[src/rtl/fx_pkg.sv]
// Shared FX-side definitions: unit codes, instruction formats and
// the writeback bundle type carried from the FX unit to writeback.
package fx_pkg;

    localparam logic [2:0] FX_UNIT_CODE   = 3'd0;
    localparam logic [2:0] FP_UNIT_CODE   = 3'd1;
    localparam logic [2:0] LS_UNIT_CODE   = 3'd2;
    localparam logic [2:0] BR_UNIT_CODE   = 3'd3;
    localparam logic [2:0] CR_UNIT_CODE   = 3'd4;
    localparam logic [2:0] SYS_UNIT_CODE  = 3'd5;
    localparam logic [2:0] TRAP_UNIT_CODE = 3'd6;

    typedef enum logic [3:0] {
        FMT_I,
        FMT_B,
        FMT_SC,
        FMT_D,
        FMT_DS,
        FMT_X,
        FMT_XL,
        FMT_XFX,
        FMT_XO,
        FMT_A,
        FMT_M,
        FMT_MD,
        FMT_MDS
    } insn_fmt_e;

    localparam int unsigned WB_REG_W = 5;

    typedef struct packed {
        logic [WB_REG_W-1:0] addr;
        logic [63:0]         val;
    } wb_entry_t;

endpackage

[src/rtl/fx_writeback_unit_wb_fifo.sv]
// In-order sync FIFO with occupancy count and a flat view of every
// storage slot so the owner can scan pending entries by age.
module wb_fifo #(
    parameter int unsigned W     = 69,
    parameter int unsigned DEPTH = 4,
    localparam int unsigned PW   = $clog2(DEPTH),
    localparam int unsigned CW   = PW + 1
) (
    input  logic               i_clk,
    input  logic               i_rst_n,
    input  logic               i_push,
    input  logic               i_pop,
    input  logic [W-1:0]       i_data,
    output logic [W-1:0]       o_head,
    output logic               o_empty,
    output logic               o_push_ok,
    output logic               o_drop,
    output logic [CW-1:0]      o_count,
    output logic [CW-1:0]      o_count_next,
    output logic [PW-1:0]      o_rd_ptr,
    output logic [DEPTH*W-1:0] o_entries
);

    logic [W-1:0]  r_mem [DEPTH];
    logic [PW-1:0] r_rd_ptr;
    logic [PW-1:0] r_wr_ptr;
    logic [CW-1:0] r_count;

    logic w_full;
    logic w_pop_ok;

    assign o_empty      = (r_count == '0);
    assign w_full       = (r_count == CW'(DEPTH));
    assign w_pop_ok     = i_pop && !o_empty;
    assign o_push_ok    = i_push && (!w_full || w_pop_ok);
    assign o_drop       = i_push && !o_push_ok;
    assign o_count_next = r_count + CW'(o_push_ok) - CW'(w_pop_ok);
    assign o_count      = r_count;
    assign o_rd_ptr     = r_rd_ptr;
    assign o_head       = r_mem[r_rd_ptr];

    for (genvar g = 0; g < int'(DEPTH); g++) begin : g_flat
        assign o_entries[g*W +: W] = r_mem[g];
    end

    // Storage write; contents need no reset since count gates validity.
    always_ff @(posedge i_clk) begin
        if (o_push_ok) begin
            r_mem[r_wr_ptr] <= i_data;
        end
    end

    // Pointer and count bookkeeping; pointers wrap modulo DEPTH.
    always_ff @(posedge i_clk) begin
        if (!i_rst_n) begin
            r_rd_ptr <= '0;
            r_wr_ptr <= '0;
            r_count  <= '0;
        end else begin
            if (o_push_ok) begin
                r_wr_ptr <= r_wr_ptr + PW'(1);
            end
            if (w_pop_ok) begin
                r_rd_ptr <= r_rd_ptr + PW'(1);
            end
            r_count <= o_count_next;
        end
    end

endmodule

[src/rtl/fx_writeback_unit.sv]
// FX writeback receiver: buffers GPR writes toward the register file,
// forwards pending values and owns the XER SO/OV/CA bits and CR0.
module fx_writeback_unit
    import fx_pkg::*;
#(
    parameter int unsigned regWidth   = 5,
    parameter int unsigned depth      = 4,
    parameter logic [2:0]  FXUnitCode = FX_UNIT_CODE,
    parameter int unsigned stallSlack = 2
) (
    input  logic                clock_i,
    input  logic                reset_i,
    input  logic [2:0]          functionalUnitCode_i,
    input  logic                wbEnable_i,
    input  logic [regWidth-1:0] wbAddress_i,
    input  logic [63:0]         wbVal_i,
    input  logic                crUpdate_i,
    input  logic [3:0]          CR0_i,
    input  logic                ovUpdate_i,
    input  logic                OV_i,
    input  logic                setSO_i,
    input  logic                caUpdate_i,
    input  logic                CA_i,
    input  logic                xerWrite_i,
    input  logic [2:0]          xerWriteVal_i,
    output logic                rfWriteEnable_o,
    output logic [regWidth-1:0] rfWriteAddress_o,
    output logic [63:0]         rfWriteVal_o,
    input  logic                rfReady_i,
    input  logic [regWidth-1:0] lookupAddr_i,
    output logic                lookupHit_o,
    output logic [63:0]         lookupVal_o,
    output logic                stall_o,
    output logic                overflow_o,
    output logic                SO_o,
    output logic                OV_o,
    output logic                CA_o,
    output logic [3:0]          CR0_o
);

    localparam int unsigned EW = regWidth + 64;
    localparam int unsigned PW = $clog2(depth);
    localparam int unsigned CW = PW + 1;

    logic w_accept;
    logic w_push_req;
    logic w_pop_req;
    logic w_push_ok;
    logic w_drop;
    logic w_empty;
    logic w_stall_next;
    logic w_unused_cr0;

    logic [EW-1:0]       w_wr_data;
    logic [EW-1:0]       w_head;
    logic [EW-1:0]       w_ent;
    logic [CW-1:0]       w_count;
    logic [CW-1:0]       w_count_next;
    logic [CW-1:0]       w_free;
    logic [PW-1:0]       w_rd_ptr;
    logic [PW-1:0]       w_idx;
    logic [depth*EW-1:0] w_entries;

    logic        w_hit;
    logic [63:0] w_hit_val;
    logic        w_so_next;
    logic        w_ov_next;
    logic        w_ca_next;
    logic [3:0]  w_cr0_next;

    logic       r_stall;
    logic       r_overflow;
    logic       r_so;
    logic       r_ov;
    logic       r_ca;
    logic [3:0] r_cr0;

    // Nothing is accepted while reset is held, so no write leaks out.
    assign w_accept   = reset_i &&
                        (functionalUnitCode_i == FXUnitCode);
    assign w_push_req = w_accept && wbEnable_i;
    assign w_wr_data  = {wbAddress_i, wbVal_i};
    assign w_pop_req  = rfWriteEnable_o && rfReady_i;

    wb_fifo #(
        .W     (EW),
        .DEPTH (depth)
    ) u_fifo (
        .i_clk        (clock_i),
        .i_rst_n      (reset_i),
        .i_push       (w_push_req),
        .i_pop        (w_pop_req),
        .i_data       (w_wr_data),
        .o_head       (w_head),
        .o_empty      (w_empty),
        .o_push_ok    (w_push_ok),
        .o_drop       (w_drop),
        .o_count      (w_count),
        .o_count_next (w_count_next),
        .o_rd_ptr     (w_rd_ptr),
        .o_entries    (w_entries)
    );

    assign rfWriteEnable_o  = reset_i && !w_empty;
    assign rfWriteAddress_o = rfWriteEnable_o ?
                              w_head[EW-1:64] : '0;
    assign rfWriteVal_o     = rfWriteEnable_o ?
                              w_head[63:0] : '0;

    assign w_free       = CW'(depth) - w_count_next;
    assign w_stall_next = 32'(w_free) <= 32'(stallSlack);

    // Forwarding scan oldest to youngest; the incoming push is youngest.
    always_comb begin
        w_hit     = 1'b0;
        w_hit_val = '0;
        w_idx     = '0;
        w_ent     = '0;
        for (int k = 0; k < int'(depth); k++) begin
            w_idx = w_rd_ptr + PW'(k);
            w_ent = w_entries[32'(w_idx)*EW +: EW];
            if (reset_i && (CW'(k) < w_count) &&
                (w_ent[EW-1:64] == lookupAddr_i)) begin
                w_hit     = 1'b1;
                w_hit_val = w_ent[63:0];
            end
        end
        if (w_push_ok && (wbAddress_i == lookupAddr_i)) begin
            w_hit     = 1'b1;
            w_hit_val = wbVal_i;
        end
    end

    assign lookupHit_o = w_hit;
    assign lookupVal_o = w_hit_val;

    // Next XER/CR0: an explicit XER write overrides the FX strobes.
    always_comb begin
        w_so_next  = r_so;
        w_ov_next  = r_ov;
        w_ca_next  = r_ca;
        w_cr0_next = r_cr0;
        if (w_accept) begin
            if (xerWrite_i) begin
                w_so_next = xerWriteVal_i[2];
                w_ov_next = xerWriteVal_i[1];
                w_ca_next = xerWriteVal_i[0];
            end else begin
                if (ovUpdate_i) begin
                    w_ov_next = OV_i;
                end
                if (caUpdate_i) begin
                    w_ca_next = CA_i;
                end
                w_so_next = r_so | setSO_i | (ovUpdate_i & OV_i);
            end
            if (crUpdate_i) begin
                w_cr0_next = {CR0_i[3:1], w_so_next};
            end
        end
    end

    assign w_unused_cr0 = CR0_i[0];

    // Registered status: stall, sticky overflow, XER bits and CR0.
    always_ff @(posedge clock_i) begin
        if (!reset_i) begin
            r_stall    <= 1'b0;
            r_overflow <= 1'b0;
            r_so       <= 1'b0;
            r_ov       <= 1'b0;
            r_ca       <= 1'b0;
            r_cr0      <= 4'b0;
        end else begin
            r_stall    <= w_stall_next;
            r_overflow <= r_overflow | w_drop;
            r_so       <= w_so_next;
            r_ov       <= w_ov_next;
            r_ca       <= w_ca_next;
            r_cr0      <= w_cr0_next;
        end
    end

    assign stall_o    = r_stall;
    assign overflow_o = r_overflow;
    assign SO_o       = r_so;
    assign OV_o       = r_ov;
    assign CA_o       = r_ca;
    assign CR0_o      = r_cr0;

endmodule

[config.mk]
export PLATFORM = sky130hd
export DESIGN_NAME = fx_writeback_unit
export DESIGN_NICKNAME = d
export VERILOG_FILES = /design/src/rtl/fx_pkg.sv /design/src/rtl/fx_writeback_unit_wb_fifo.sv /design/src/rtl/fx_writeback_unit.sv
export SDC_FILE = /design/constraint.sdc
export NUM_CORES = 1
export LEC_CHECK = 0
export CORE_ASPECT_RATIO = 1.1
export CORE_MARGIN = 2
export CORE_UTILIZATION = 54
export DETAILED_ROUTE_END_ITERATION = 12
export GPL_TIMING_DRIVEN = 0
export PLACE_DENSITY = 0.78
export RECOVER_POWER = 100
export REMOVE_ABC_BUFFERS = 1
export SYNTH_ARGS = -nofsm -noshare
export SYNTH_HDL_FRONTEND = slang
export SYNTH_SLANG_ARGS = --single-unit
export TNS_END_PERCENT = 30
[constraint.sdc]
create_clock -name clock_i -period 9.6 [get_ports clock_i]
set_input_delay 1.92 -clock clock_i [delete_from_list [all_inputs] [get_ports clock_i]]
set_output_delay 1.92 -clock clock_i [all_outputs]
set_load 0.005 [all_outputs]
==> impl_summary.txt, run 1 <==
----------------------------------------------------
[Timing]
  Final clock skew ... 0.02626 ns
  Shortest clock period the worst path allows after layout ... 8.846 ns
  Fmax ... 0.1130 GHz
  Relative max-transition margin ... -164.4%
  Number of setup violations in the final report ... 0
  Final critical-path share of the clock period ... 92.15%
  Transition time at the pin with the least slew margin ... 3.967 ns
  Setup repair after global routing missed its margin ... no
  Final Max Tran Viols ... 293
  Number of endpoints with negative hold slack in the final report ... 0

[Layout]
  Sequential Area ... 0.008663 mm2
  Layout Cell Area excl Fill ... 0.02387 mm2
  Count of non-filler cells in the finished layout ... 2441
  Fraction of final layout cells sized beyond drive strength 1 ... 13.76%
  Most common cell after layout, fill and taps aside ... sky130_fd_sc_hd__edfxtp_1
  Final nets ... 2029
  Count of fill cells added during filler insertion ... 2778
  Commonest cells after routing, fill and taps aside ... 276 x sky130_fd_sc_hd__edfxtp_1, 256 x sky130_fd_sc_hd__mux2i_1, 164 x sky130_fd_sc_hd__nand2_1, 148 x sky130_fd_sc_hd__dlygate4sd3_1, 110 x sky130_fd_sc_hd__a211oi_1
  Area of the multi-input gates ... 0.01058 mm2
  Layout overhead on the synthesized area ... 19.46%

[Logic synthesis]
  Seq/Total Area, Yosys ... 43.28%
  Post-synthesis instance area ... 0.01998 mm2
  Ranking of synthesized cells by area ... sky130_fd_sc_hd__edfxtp_1 41%, sky130_fd_sc_hd__mux2i_1 13%, sky130_fd_sc_hd__mux4_2 8.5%
  Register bit total from synthesis ... 294
  Count of cell types in the netlist ... 56
  Count of flip-flops with a built-in enable after synthesis ... 276
  Cell taking the most area after synthesis ... sky130_fd_sc_hd__edfxtp_1
  Most common flop cell mapped by yosys ... sky130_fd_sc_hd__edfxtp_1
  Post-synthesis area per instance ... 11.10 um2
  Async set-reset flop share out of synthesis ... 0%
  Synth Instances ... 1800
  Area fraction of the dominant cell type after synthesis ... 41.48%
  Synth warnings ... 0

[Worst setup path]
  Worst-path maximum fanout ... 49
  Worst R2R Start ... u_fifo.o_count[0]$_SDFF_PN0_
  Endpoint class of the critical path ... output pin
  Data arrival time at the worst-slack endpoint ... 6.93 ns
  Critical Path Max Stage Delay ... 0.96 ns
  Kind of start point of the critical path ... primary input
  Critical Path Start ... reset_i
  Type of the worst setup path ... primary input to output pin
  Critical-path cell with the highest stage delay ... sky130_fd_sc_hd__and3_2
  Cells along the critical path ... dlygate4sd3_1 -> nor4b_2 -> nand2_1 -> a21oi_1 -> and3_2 -> buf_16 -> nor2_4 -> buf_12 -> o21ai_0 -> o211ai_1 -> dlygate4sd3_1
  CP most frequent cell ... sky130_fd_sc_hd__dlygate4sd3_1
  Worst EP required ... 7.68 ns

[Power and ir drop]
  Worst-case vdd ir drop ... 0.0001508 V
  Static Leakage ... 7.797 nW
  Cell Int Power ... 2.487 mW
  Proportion of total power due to net switching ... 27.25%
  Part of the power in the clock network ... 34.7%
  Switching power total ... 931.6 uW
  Share of power burned in registers ... 42.8%
  Comb power frac ... 22.5%
  P per Cell Area ... 143.2 mW/mm2

[Routing]
  Count of vias placed by the detailed router ... 16019
  Drt via density ... 6.562
  Number of DRC violations after detailed routing ... 0
  Antenna violation net count after detailed routing ... 0
  Final wirelength ... 55840 um
  Starting DRC count in detailed routing ... 1512
  DR WL/cell ... 22.87 um
  Number of search-and-repair iterations in the first detailed-routing pass ... 5

[Clocking]
  # clock sinks ... 294
  Post-CTS setup buffer count ... 0
  Clock-pin slew reported for the worst setup and hold paths after clock tree synthesis ... 0.06 ns
  Quantity of hold-fixing buffers added after cts ... 0
  Clock tree root driver cell ... sky130_fd_sc_hd__clkbuf_16
  Number of buffers created by CTS ... 30
  CTS HTree Levels ... 1
  Later-pin clock latency in the skew report ... 0.58 ns
  Count of cells resized by post-cts repair ... 0
  Maximum root-to-sink buffer count ... 3
  TritonCTS clock tree ... done

[Floorplanning]
  Initial core utilization ... 54.97%
  Die outline area ... 0.03856 mm2
  Core region area ... 0.03635 mm2
  Site Rows ... 73
  I/O pins ... 239
  Vertical extent of the die ... 205.8 um
  Die W ... 187.4 um

[Global route]
  Global-route wire length before repair ... 85790 um
  Initial antenna violation count ... 9
  Maximum number of pins on one net before global-route repair ... 108
  Number of global-route vias before repair ... 16071
  Sum of overflow across all layers after global routing ... 0
  Overall global routing resource usage ... 28.06%

[Placed design]
  Total placed instance area ... 0.02300 mm2
  IO Port Bufs ... 237
  HPWL after detailed placement ... 34710 um
  Cell count after placement ... 2378
  Gp weighted congestion ... 0.8229

[Status]
  Status ... finished, violations left
  Violations in the final reports ... capacitance limit, slew limit

[Min path]
  Beginning of the worst hold path ... CR0_o[3]$_SDFFE_PN0P_
  Worst hold path class ... flop to flop

[Flow run]
  Max capacitance violation total ... 9

----------------------------------------------------
==> state kept, by name, indices dropped and copies added (netlist names), named ones only <==
signal / cells
SO_o: 1
u_fifo.r_mem: 276
overflow_o: 1
u_fifo.r_wr_ptr: 2
OV_o: 1
u_fifo.o_count: 3
stall_o: 1
u_fifo.o_rd_ptr: 2
CR0_o: 4
CA_o: 1
==> power groups by stage <==
stage | clock network (mW) | logic [mW] | registers (mW)
6_report | 1.19 | 0.770 | 1.46
5_1_grt | 1.25 | 0.829 | 1.47
4_1_cts | 1.21 | 0.795 | 1.46
3_5_place_dp | 0 | 0.788 | 1.49
3_3_place_gp | 0 | 0.771 | 1.55
2_1_floorplan | 0 | 0.450 | 1.52
==> final cells by class <==
type,count,area share [%]
inverters,15,0.2673
clock buffers,35,3.313
clock inverters,21,0.8544
multi-input cells,1318,44.33
flip-flops and latches,294,36.29
well taps,487,2.553
diodes,7,0.07338
repair buffers,264,12.32
==> worst max-delay path: cells and delay by family <==
| family | cells | cell delay, ns |
|---|---|---|
| and+or+nand+nor | 4 | 2.12 |
| buffers and inverters | 4 | 1.99 |
| AOI/OAI and AO/OA | 3 | 0.84 |
==> cells in the mapped netlist (22+ instances only) <==
library cell	n
sky130_fd_sc_hd__a211oi_1	110
sky130_fd_sc_hd__a21oi_1	54
sky130_fd_sc_hd__a311oi_1	41
sky130_fd_sc_hd__and2_1	86
sky130_fd_sc_hd__buf_1	25
sky130_fd_sc_hd__buf_2	26
sky130_fd_sc_hd__clkbuf_1	110
sky130_fd_sc_hd__edfxtp_1	276
sky130_fd_sc_hd__mux2_2	66
sky130_fd_sc_hd__mux2i_1	256
sky130_fd_sc_hd__mux4_2	75
sky130_fd_sc_hd__nand2_1	164
sky130_fd_sc_hd__nand4_1	33
sky130_fd_sc_hd__nor2_1	80
sky130_fd_sc_hd__nor2b_1	22
sky130_fd_sc_hd__nor3_1	28
sky130_fd_sc_hd__o211ai_1	32
sky130_fd_sc_hd__o21ai_0	70
sky130_fd_sc_hd__o21ai_1	32
sky130_fd_sc_hd__or2_2	41
==> routing by layer <==
metal	GRT usage (%)	up-vias	wire length, um
met4	10.77	6	1683
met3	4.707	156	4425
met1	35.04	7906	22020
li1	-	7191	-
met2	49.10	760	27680
met5	0	-	33
==> cell families after synthesis <==
group	share of synthesized area, %
compound gates	13.81
fa+ha+maj	0.7264
buf+inv	4.051
mux	25.00
xor+xnor	1.446
flops	43.28
simple gates	11.68
==> per-stage QoR <==
stage          util, %  power, mW  worst slack (ns)  hold WS, ns   TNS, ns
3_5_place_dp     63.28      2.276             1.181       0.4543         0
6_report         65.66      3.419            0.7536       0.4576         0
4_1_cts          66.01      3.460             1.165       0.4639         0
5_1_grt          65.64      3.545            0.4340       0.4862         0
3_3_place_gp     61.10      2.322            -14.69       0.4469  -1059.19
2_1_floorplan        -      1.968            -7.083       0.4527   -455.81
==> worst paths after layout <==
check,to,slack [ns],cells past startpoint
min,CR0_o[3]$_SDFFE_PN0P_,0.46,2
min reg2reg,CR0_o[3]$_SDFFE_PN0P_,0.46,2
max,lookupVal_o[55],0.75,11
max reg2reg,u_fifo.r_mem[1][47]$_DFFE_PP_,3.77,4
Note: power is estimated with default switching activity, not from simulation.
==> run 2: changes to the inputs <==
--- a/config.mk
+++ b/config.mk
@@ -5,12 +5,14 @@
 export SDC_FILE = /design/constraint.sdc
 export NUM_CORES = 1
 export LEC_CHECK = 0
+export CELL_PAD_IN_SITES_DETAIL_PLACEMENT = 0
+export CELL_PAD_IN_SITES_GLOBAL_PLACEMENT = 2
 export CORE_ASPECT_RATIO = 1.1
 export CORE_MARGIN = 2
-export CORE_UTILIZATION = 54
+export CORE_UTILIZATION = 41
 export DETAILED_ROUTE_END_ITERATION = 12
 export GPL_TIMING_DRIVEN = 0
-export PLACE_DENSITY = 0.78
+export PLACE_DENSITY = 0.87
 export RECOVER_POWER = 100
 export REMOVE_ABC_BUFFERS = 1
 export SYNTH_ARGS = -nofsm -noshare
==> run 2 against run 1 <==
The run still ends with capacitance limit, slew limit left; count of clock-buffer cells in the layout grew 6; register-to-register slack lost 0.20 ns; clock power grew 8%; critical path type unchanged; cell area grew 1.6%; global-route usage shrank 4.7 points; first-iteration DRC count shrank 11%; setup slack lost 0.022 ns; utilization shrank 15 points; flip-flop and latch count is the same; combinational power grew 3.9%.
==> impl_summary.txt, run 2 (synthesis gave the netlist of run 1 again) <==
----------------------------------------------------
[Status]
  Status ... finished, violations left
  Violations in the final reports ... capacitance limit, slew limit

[Global route]
  Number of global-route vias before repair ... 15645 (-2.7%)
  Initial antenna violation count ... 11 (+2)
  Global-route wire length before repair ... 91940 um (+7.2%)
  Maximum number of pins on one net before global-route repair ... 123 (+14%)
  Sum of overflow across all layers after global routing ... 0 (unchanged)
  Overall global routing resource usage ... 23.32% (-4.7 points)

[Worst setup path]
  Critical Path Start ... reset_i
  Worst EP required ... 7.68 ns (about the same)
  Type of the worst setup path ... primary input to output pin
  Kind of start point of the critical path ... primary input
  CP most frequent cell ... sky130_fd_sc_hd__dlygate4sd3_1
  Worst R2R Start ... u_fifo.o_count[1]$_SDFF_PN0_
  Critical-path cell with the highest stage delay ... sky130_fd_sc_hd__and3_2
  Data arrival time at the worst-slack endpoint ... 6.95 ns (+0.02 ns)
  Cells along the critical path ... dlygate4sd3_1 -> nor4b_1 -> clkbuf_1 -> nand2_1 -> a21oi_1 -> and3_2 -> buf_16 -> nor2_4 -> buf_12 -> o21ai_0 -> o211ai_1 -> dlygate4sd3_1
  Worst-path maximum fanout ... 52 (+6.1%)
  Endpoint class of the critical path ... output pin
  Critical Path Max Stage Delay ... 1.11 ns (+0.15 ns)

[Clocking]
  Count of cells resized by post-cts repair ... 0 (unchanged)
  Number of buffers created by CTS ... 35 (+17%)
  Maximum root-to-sink buffer count ... 3 (unchanged)
  # clock sinks ... 294 (unchanged)
  CTS HTree Levels ... 2 (+1)
  Post-CTS setup buffer count ... 0 (unchanged)
  TritonCTS clock tree ... done
  Clock-pin slew reported for the worst setup and hold paths after clock tree synthesis ... 0.05 ns (about the same)
  Quantity of hold-fixing buffers added after cts ... 0 (unchanged)
  Clock tree root driver cell ... sky130_fd_sc_hd__clkbuf_16
  Later-pin clock latency in the skew report ... 0.53 ns (-0.05 ns)

[Routing]
  Number of search-and-repair iterations in the first detailed-routing pass ... 5 (unchanged)
  Count of vias placed by the detailed router ... 15775 (-1.5%)
  Final wirelength ... 60590 um (+8.5%)
  Number of DRC violations after detailed routing ... 0 (unchanged)
  Drt via density ... 6.058 (-7.7%)
  Starting DRC count in detailed routing ... 1341 (-11%)
  Antenna violation net count after detailed routing ... 0 (unchanged)
  DR WL/cell ... 23.27 um (+1.7%)

[Min path]
  Worst hold path class ... flop to flop
  Beginning of the worst hold path ... OV_o$_SDFFE_PN0P_

[Power and ir drop]
  Worst-case vdd ir drop ... 0.0001285 V (-15%)
  P per Cell Area ... 146.3 mW/mm2 (+2.1%)
  Static Leakage ... 7.911 nW (+1.5%)
  Total Power Consumption ... 3.549 mW (+3.8%)

[Layout]
  Flip-flop count of the largest register, all copies and words added ... 276 (unchanged)
  Most common cell after layout, fill and taps aside ... sky130_fd_sc_hd__edfxtp_1
  Commonest cells after routing, fill and taps aside ... 276 x sky130_fd_sc_hd__edfxtp_1, 256 x sky130_fd_sc_hd__mux2i_1, 164 x sky130_fd_sc_hd__nand2_1, 140 x sky130_fd_sc_hd__dlygate4sd3_1, 110 x sky130_fd_sc_hd__a211oi_1
  Count of fill cells added during filler insertion ... 4253 (+53%)
  Fraction of final layout cells sized beyond drive strength 1 ... 13.88% (+0.11 points)
  Layout Cell Area excl Fill ... 0.02426 mm2 (+1.6%)
  Largest Register ... u_fifo.r_mem
  Layout overhead on the synthesized area ... 21.40%
  Final nets ... 2038 (+0.44%)
  Count of non-filler cells in the finished layout ... 2604 (+6.7%)

[Floorplanning]
  Site Rows ... 84 (+15%)
  Vertical extent of the die ... 235.5 um (+14%)
  I/O pins ... 239 (unchanged)
  Die outline area ... 0.05052 mm2 (+31%)
  Die W ... 214.5 um (+14%)
  Core region area ... 0.04793 mm2 (+32%)
  Initial core utilization ... 41.69% (-13 points)

[Timing]
  Final Max Tran Viols ... 310 (+5.8%)
  Final clock skew ... 0.02024 ns (-0.006024 ns)
  Fmax ... 0.1128 GHz (-0.25%)
  Number of setup violations in the final report ... 0 (unchanged)
  Final critical-path share of the clock period ... 92.38% (+0.23 points)
  Transition time at the pin with the least slew margin ... 3.590 ns (-0.3767 ns)
  Number of endpoints with negative hold slack in the final report ... 0 (unchanged)
  Worst hold-check slack ... 0.4682 ns (+0.01059 ns)
  Setup repair after global routing missed its margin ... no
  Shortest clock period the worst path allows after layout ... 8.868 ns (+0.02175 ns)
  Relative max-transition margin ... -139.3% (+25 points)

[Placed design]
  HPWL after detailed placement ... 36610 um (+5.5%)
  Total placed instance area ... 0.02327 mm2 (+1.2%)
  Cell count after placement ... 2540 (+6.8%)
  Gp weighted congestion ... 0.7501 (-8.8%)
  IO Port Bufs ... 237 (unchanged)

[Flow run]
  Max capacitance violation total ... 9 (unchanged)

----------------------------------------------------
run 2: power breakdown:
part           switching [mW]  internal (mW)  total [mW]
Sequential             0.0421           1.41        1.46
Clock                   0.518          0.774        1.29
Combinational           0.407          0.394       0.800
Total                   0.967           2.58        3.55
run 2: metrics by stage:
stage          setup WS (ns)  util, %  setup TNS (ns)
3_5_place_dp           1.297    48.56               0
3_3_place_gp          -16.38    46.75        -1216.85
5_1_grt               0.4206    50.61               0
2_1_floorplan         -7.083        -         -455.81
4_1_cts                1.282    50.84               0
6_report              0.7319    50.62               0
run 2: final timing paths:
check / end / slack, ns / depth (start not counted)
max: lookupVal_o[24] / 0.73 / 12
min: OV_o$_SDFFE_PN0P_ / 0.47 / 2
max reg2reg: u_fifo.r_mem[3][6]$_DFFE_PP_ / 3.57 / 4
min reg2reg: OV_o$_SDFFE_PN0P_ / 0.47 / 2
run 2: cell type report:
cell class / instances / area, um2 / area share, %
timing repair buffer: 268 / 3029 / 12.49
clock inverter: 17 / 151.4 / 0.6241
multi-input combinational: 1318 / 10590 / 43.65
clock buffer: 41 / 940.9 / 3.879
inverter: 15 / 63.81 / 0.2630
tap: 645 / 807.0 / 3.327
antenna: 6 / 15.01 / 0.06189
sequential: 294 / 8663 / 35.71
run 2: critical path: cells and delay by family:
kind	cells	cell delay (ns)
AOI/OAI and AO/OA	3	0.93
and+or+nand+nor	4	1.64
buffers and inverters	5	2.39
run 2: metal layers:
| layer | part of all wire (%) | up-vias | track usage, % | routed length, um |
|---|---|---|---|---|
| li1 | - | 7185 | - | - |
| met5 | 0.076 | - | 0 | 46 |
| met3 | 6.8 | 114 | 4.199 | 4104 |
| met1 | 42 | 7834 | 30.22 | 25540 |
| met2 | 48 | 634 | 39.41 | 29320 |
| met4 | 2.6 | 8 | 7.786 | 1578 |
==> run 3: changes to the inputs <==
--- a/config.mk
+++ b/config.mk
@@ -11,7 +11,7 @@
 export CORE_MARGIN = 2
 export CORE_UTILIZATION = 41
 export DETAILED_ROUTE_END_ITERATION = 12
-export GPL_TIMING_DRIVEN = 0
+export GPL_TIMING_DRIVEN = 1
 export PLACE_DENSITY = 0.87
 export RECOVER_POWER = 100
 export REMOVE_ABC_BUFFERS = 1
==> run 3 against run 2 <==
The run still ends with capacitance limit, slew limit left; worst hold slack got worse by 0.013 ns; non-clock buffer count did not move; fmax up 4.3%; setup slack improved by 0.37 ns; critical endpoint is now lookupVal_o[20]; largest power group unchanged.
==> impl_summary.txt, run 3 (synthesis gave the netlist of run 1 again) <==
----------------------------------------------------
[Global route]
  Maximum number of pins on one net before global-route repair ... 132 (+7.3%)
  Most used routing layer in global routing ... met2
  Number of global-route vias before repair ... 15711 (+0.42%)
  GR Util met2 ... 39.23% (-0.19 points)
  Global-route wire length before repair ... 91910 um (about the same)
  Initial antenna violation count ... 9 (-2)
  GRT met1 Usage ... 30.51% (+0.29 points)
  Sum of overflow across all layers after global routing ... 0 (unchanged)
  Overall global routing resource usage ... 23.41% (+0.085 points)
  Met3 routing resource usage after global routing ... 3.876% (-0.32 points)

[Timing]
  Fmax ... 0.1176 GHz (+4.3%)
  Final clock skew ... 0.02900 ns (+0.008759 ns)
  Number of endpoints with negative hold slack in the final report ... 0 (unchanged)
  Final Worst Setup Slack ... 1.098 ns (+0.3657 ns)
  Shortest clock period the worst path allows after layout ... 8.502 ns (-0.3657 ns)
  Relative max-transition margin ... -213.8% (-75 points)
  Number of setup violations in the final report ... 0 (unchanged)
  Final critical-path share of the clock period ... 88.57% (-3.8 points)
  Transition time at the pin with the least slew margin ... 4.707 ns (+1.118 ns)
  Setup repair after global routing missed its margin ... no
  Final Max Tran Viols ... 335 (+8.1%)
  Worst hold-check slack ... 0.4553 ns (-0.01285 ns)
  Summed negative setup slack over all endpoints ... 0 ns (unchanged)

[Clocking]
  CTS HTree Levels ... 2 (unchanged)
  Post-CTS setup buffer count ... 0 (unchanged)
  Clock tree root driver cell ... sky130_fd_sc_hd__clkbuf_16
  Count of cells resized by post-cts repair ... 0 (unchanged)
  Later-pin clock latency in the skew report ... 0.55 ns (+0.02 ns)
  Maximum root-to-sink buffer count ... 3 (unchanged)
  # clock sinks ... 294 (unchanged)
  Clock-pin slew reported for the worst setup and hold paths after clock tree synthesis ... 0.05 ns (about the same)
  TritonCTS clock tree ... done
  Number of buffers created by CTS ... 35 (unchanged)
  Quantity of hold-fixing buffers added after cts ... 0 (unchanged)

[Layout]
  Layout Cell Area excl Fill ... 0.02389 mm2 (-1.5%)
  Largest Register ... u_fifo.r_mem
  Fraction of final layout cells sized beyond drive strength 1 ... 14.21% (+0.33 points)
  Flip-flop count of the largest register, all copies and words added ... 276 (unchanged)
  Layout overhead on the synthesized area ... 19.55%
  Most common cell after layout, fill and taps aside ... sky130_fd_sc_hd__edfxtp_1
  Final nets ... 2038 (unchanged)
  Commonest cells after routing, fill and taps aside ... 276 x sky130_fd_sc_hd__edfxtp_1, 256 x sky130_fd_sc_hd__mux2i_1, 164 x sky130_fd_sc_hd__nand2_1, 145 x sky130_fd_sc_hd__dlygate4sd3_1, 110 x sky130_fd_sc_hd__a211oi_1

[Routing]
  Number of DRC violations after detailed routing ... 0 (unchanged)
  Number of search-and-repair iterations in the first detailed-routing pass ... 7 (+2)
  DR WL/cell ... 23.27 um (about the same)
  Final wirelength ... 60740 um (+0.24%)
  Antenna violation net count after detailed routing ... 0 (unchanged)
  Starting DRC count in detailed routing ... 1330 (-0.82%)
  Drt via density ... 6.030 (-0.47%)
  Count of vias placed by the detailed router ... 15737 (-0.24%)

[Worst setup path]
  Data arrival time at the worst-slack endpoint ... 6.58 ns (-0.37 ns)
  Worst R2R Start ... u_fifo.o_count[1]$_SDFF_PN0_
  CP endpoint ... lookupVal_o[20]
  Worst-path maximum fanout ... 42 (-19%)
  Endpoint class of the critical path ... output pin
  Largest delay share family, worst path ... buffers and inverters
  Reg2Reg Depth ... 4 (unchanged)
  Kind of start point of the critical path ... primary input
  Buf+Inv Stages, Crit Path ... 3 (-2)
  Critical Path Max Stage Delay ... 1.19 ns (+0.08 ns)
  Critical Path Start ... reset_i
  Worst R2R Setup Slack ... 3.68 ns (+0.11 ns)
  Critical-path cell with the highest stage delay ... sky130_fd_sc_hd__and3_2
  Crit path depth ... 10 (-2)
  Cells along the critical path ... dlygate4sd3_1 -> nor4b_1 -> nand2_1 -> a21oi_1 -> and3_2 -> buf_4 -> a2111oi_0 -> a21oi_1 -> o21ai_1 -> dlygate4sd3_1
  Type of the worst setup path ... primary input to output pin
  Worst EP required ... 7.68 ns (about the same)
  Reg-to-Reg End ... u_fifo.r_mem[3][13]$_DFFE_PP_

[Floorplanning]
  Site Rows ... 84 (unchanged)
  Core region area ... 0.04793 mm2 (unchanged)
  Die outline area ... 0.05052 mm2 (unchanged)
  I/O pins ... 239 (unchanged)
  Vertical extent of the die ... 235.5 um (unchanged)
  Die W ... 214.5 um (unchanged)
  Initial core utilization ... 41.69% (unchanged)

[Power and ir drop]
  Comb power frac ... 21.3% (-1.3 points)
  Static Leakage ... 7.742 nW (-2.1%)
  Share of power burned in registers ... 40.8% (-0.2 points)
  Worst-case vdd ir drop ... 0.0001327 V (+3.3%)
  Proportion of total power due to net switching ... 27.46% (+0.22 points)
  Cell Int Power ... 2.596 mW (+0.52%)
  Switching power total ... 982.4 uW (+1.6%)
  Part of the power in the clock network ... 37.9% (+1.5 points)
  Total Power Consumption ... 3.578 mW (+0.82%)
  P per Cell Area ... 149.8 mW/mm2 (+2.4%)

[Placed design]
  IO Port Bufs ... 237 (unchanged)
  Place WS ... 1.706 ns (+0.4092 ns)
  Gp weighted congestion ... 0.8068 (+7.6%)
  Total placed instance area ... 0.02275 mm2 (-2.2%)
  HPWL after detailed placement ... 35180 um (-3.9%)

[Flow run]
  Max capacitance violation total ... 7 (-2)

[Min path]
  Worst hold path class ... flop to flop
  Hold Crit Depth ... 2 (unchanged)

[Status]
  Violations in the final reports ... capacitance limit, slew limit
  Status ... finished, violations left

----------------------------------------------------
==> run 3: layout make-up <==
class	count	area (um2)
multi-input combinational	1318	10600
antenna	8	20.02
sequential	294	8663
inverter	15	63.81
fill	4300	24040
timing repair buffer	268	2574
tap	645	807.0
clock inverter	15	160.2
clock buffer	47	1005
==> run 3: worst register-to-register path: stages, from the launching register on <==
cell and delay (ns):
sky130_fd_sc_hd__dfxtp_1 0.37, sky130_fd_sc_hd__a211oi_1 0.08, sky130_fd_sc_hd__a21oi_1 0.65, sky130_fd_sc_hd__and2_0 0.91, sky130_fd_sc_hd__clkbuf_1 3.34
==> run 3: routing by layer <==
metal,share of wire [%],up-vias
met5,0.018,-
met4,2.8,2
met3,6.8,98
met2,48,571
met1,43,7862
li1,-,7204
==> run 3: power groups by stage <==
stage	Sequential (mW)	Combinational [mW]	Clock [mW]
after floorplan	1.52	0.450	0
after global placement	1.49	0.773	0
after detailed placement	1.49	0.781	0
after CTS	1.46	0.785	1.39
after global routing	1.47	0.826	1.43
final	1.46	0.761	1.36
==> run 3: how the worst min path moves through the flow <==
stage	end	startpoint	slack (ns)
global placement	CR0_o[3]$_SDFFE_PN0P_	CR0_o[3]$_SDFFE_PN0P_	0.45
floorplan	CR0_o[1]$_SDFFE_PN0P_	CR0_o[1]$_SDFFE_PN0P_	0.45
detailed placement	CR0_o[3]$_SDFFE_PN0P_	CR0_o[3]$_SDFFE_PN0P_	0.45
finish	CR0_o[3]$_SDFFE_PN0P_	CR0_o[3]$_SDFFE_PN0P_	0.46
CTS	CR0_o[3]$_SDFFE_PN0P_	CR0_o[3]$_SDFFE_PN0P_	0.46
global route	CR0_o[1]$_SDFFE_PN0P_	CR0_o[1]$_SDFFE_PN0P_	0.49
==> run 3: through the flow <==
step / utilization (%) / cells
global route: 49.83 / 2608
global placement: 47.48 / 2540
finish: 49.84 / 2610
detailed placement: 47.48 / 2540
CTS: 49.91 / 2602
floorplan: - / 1627
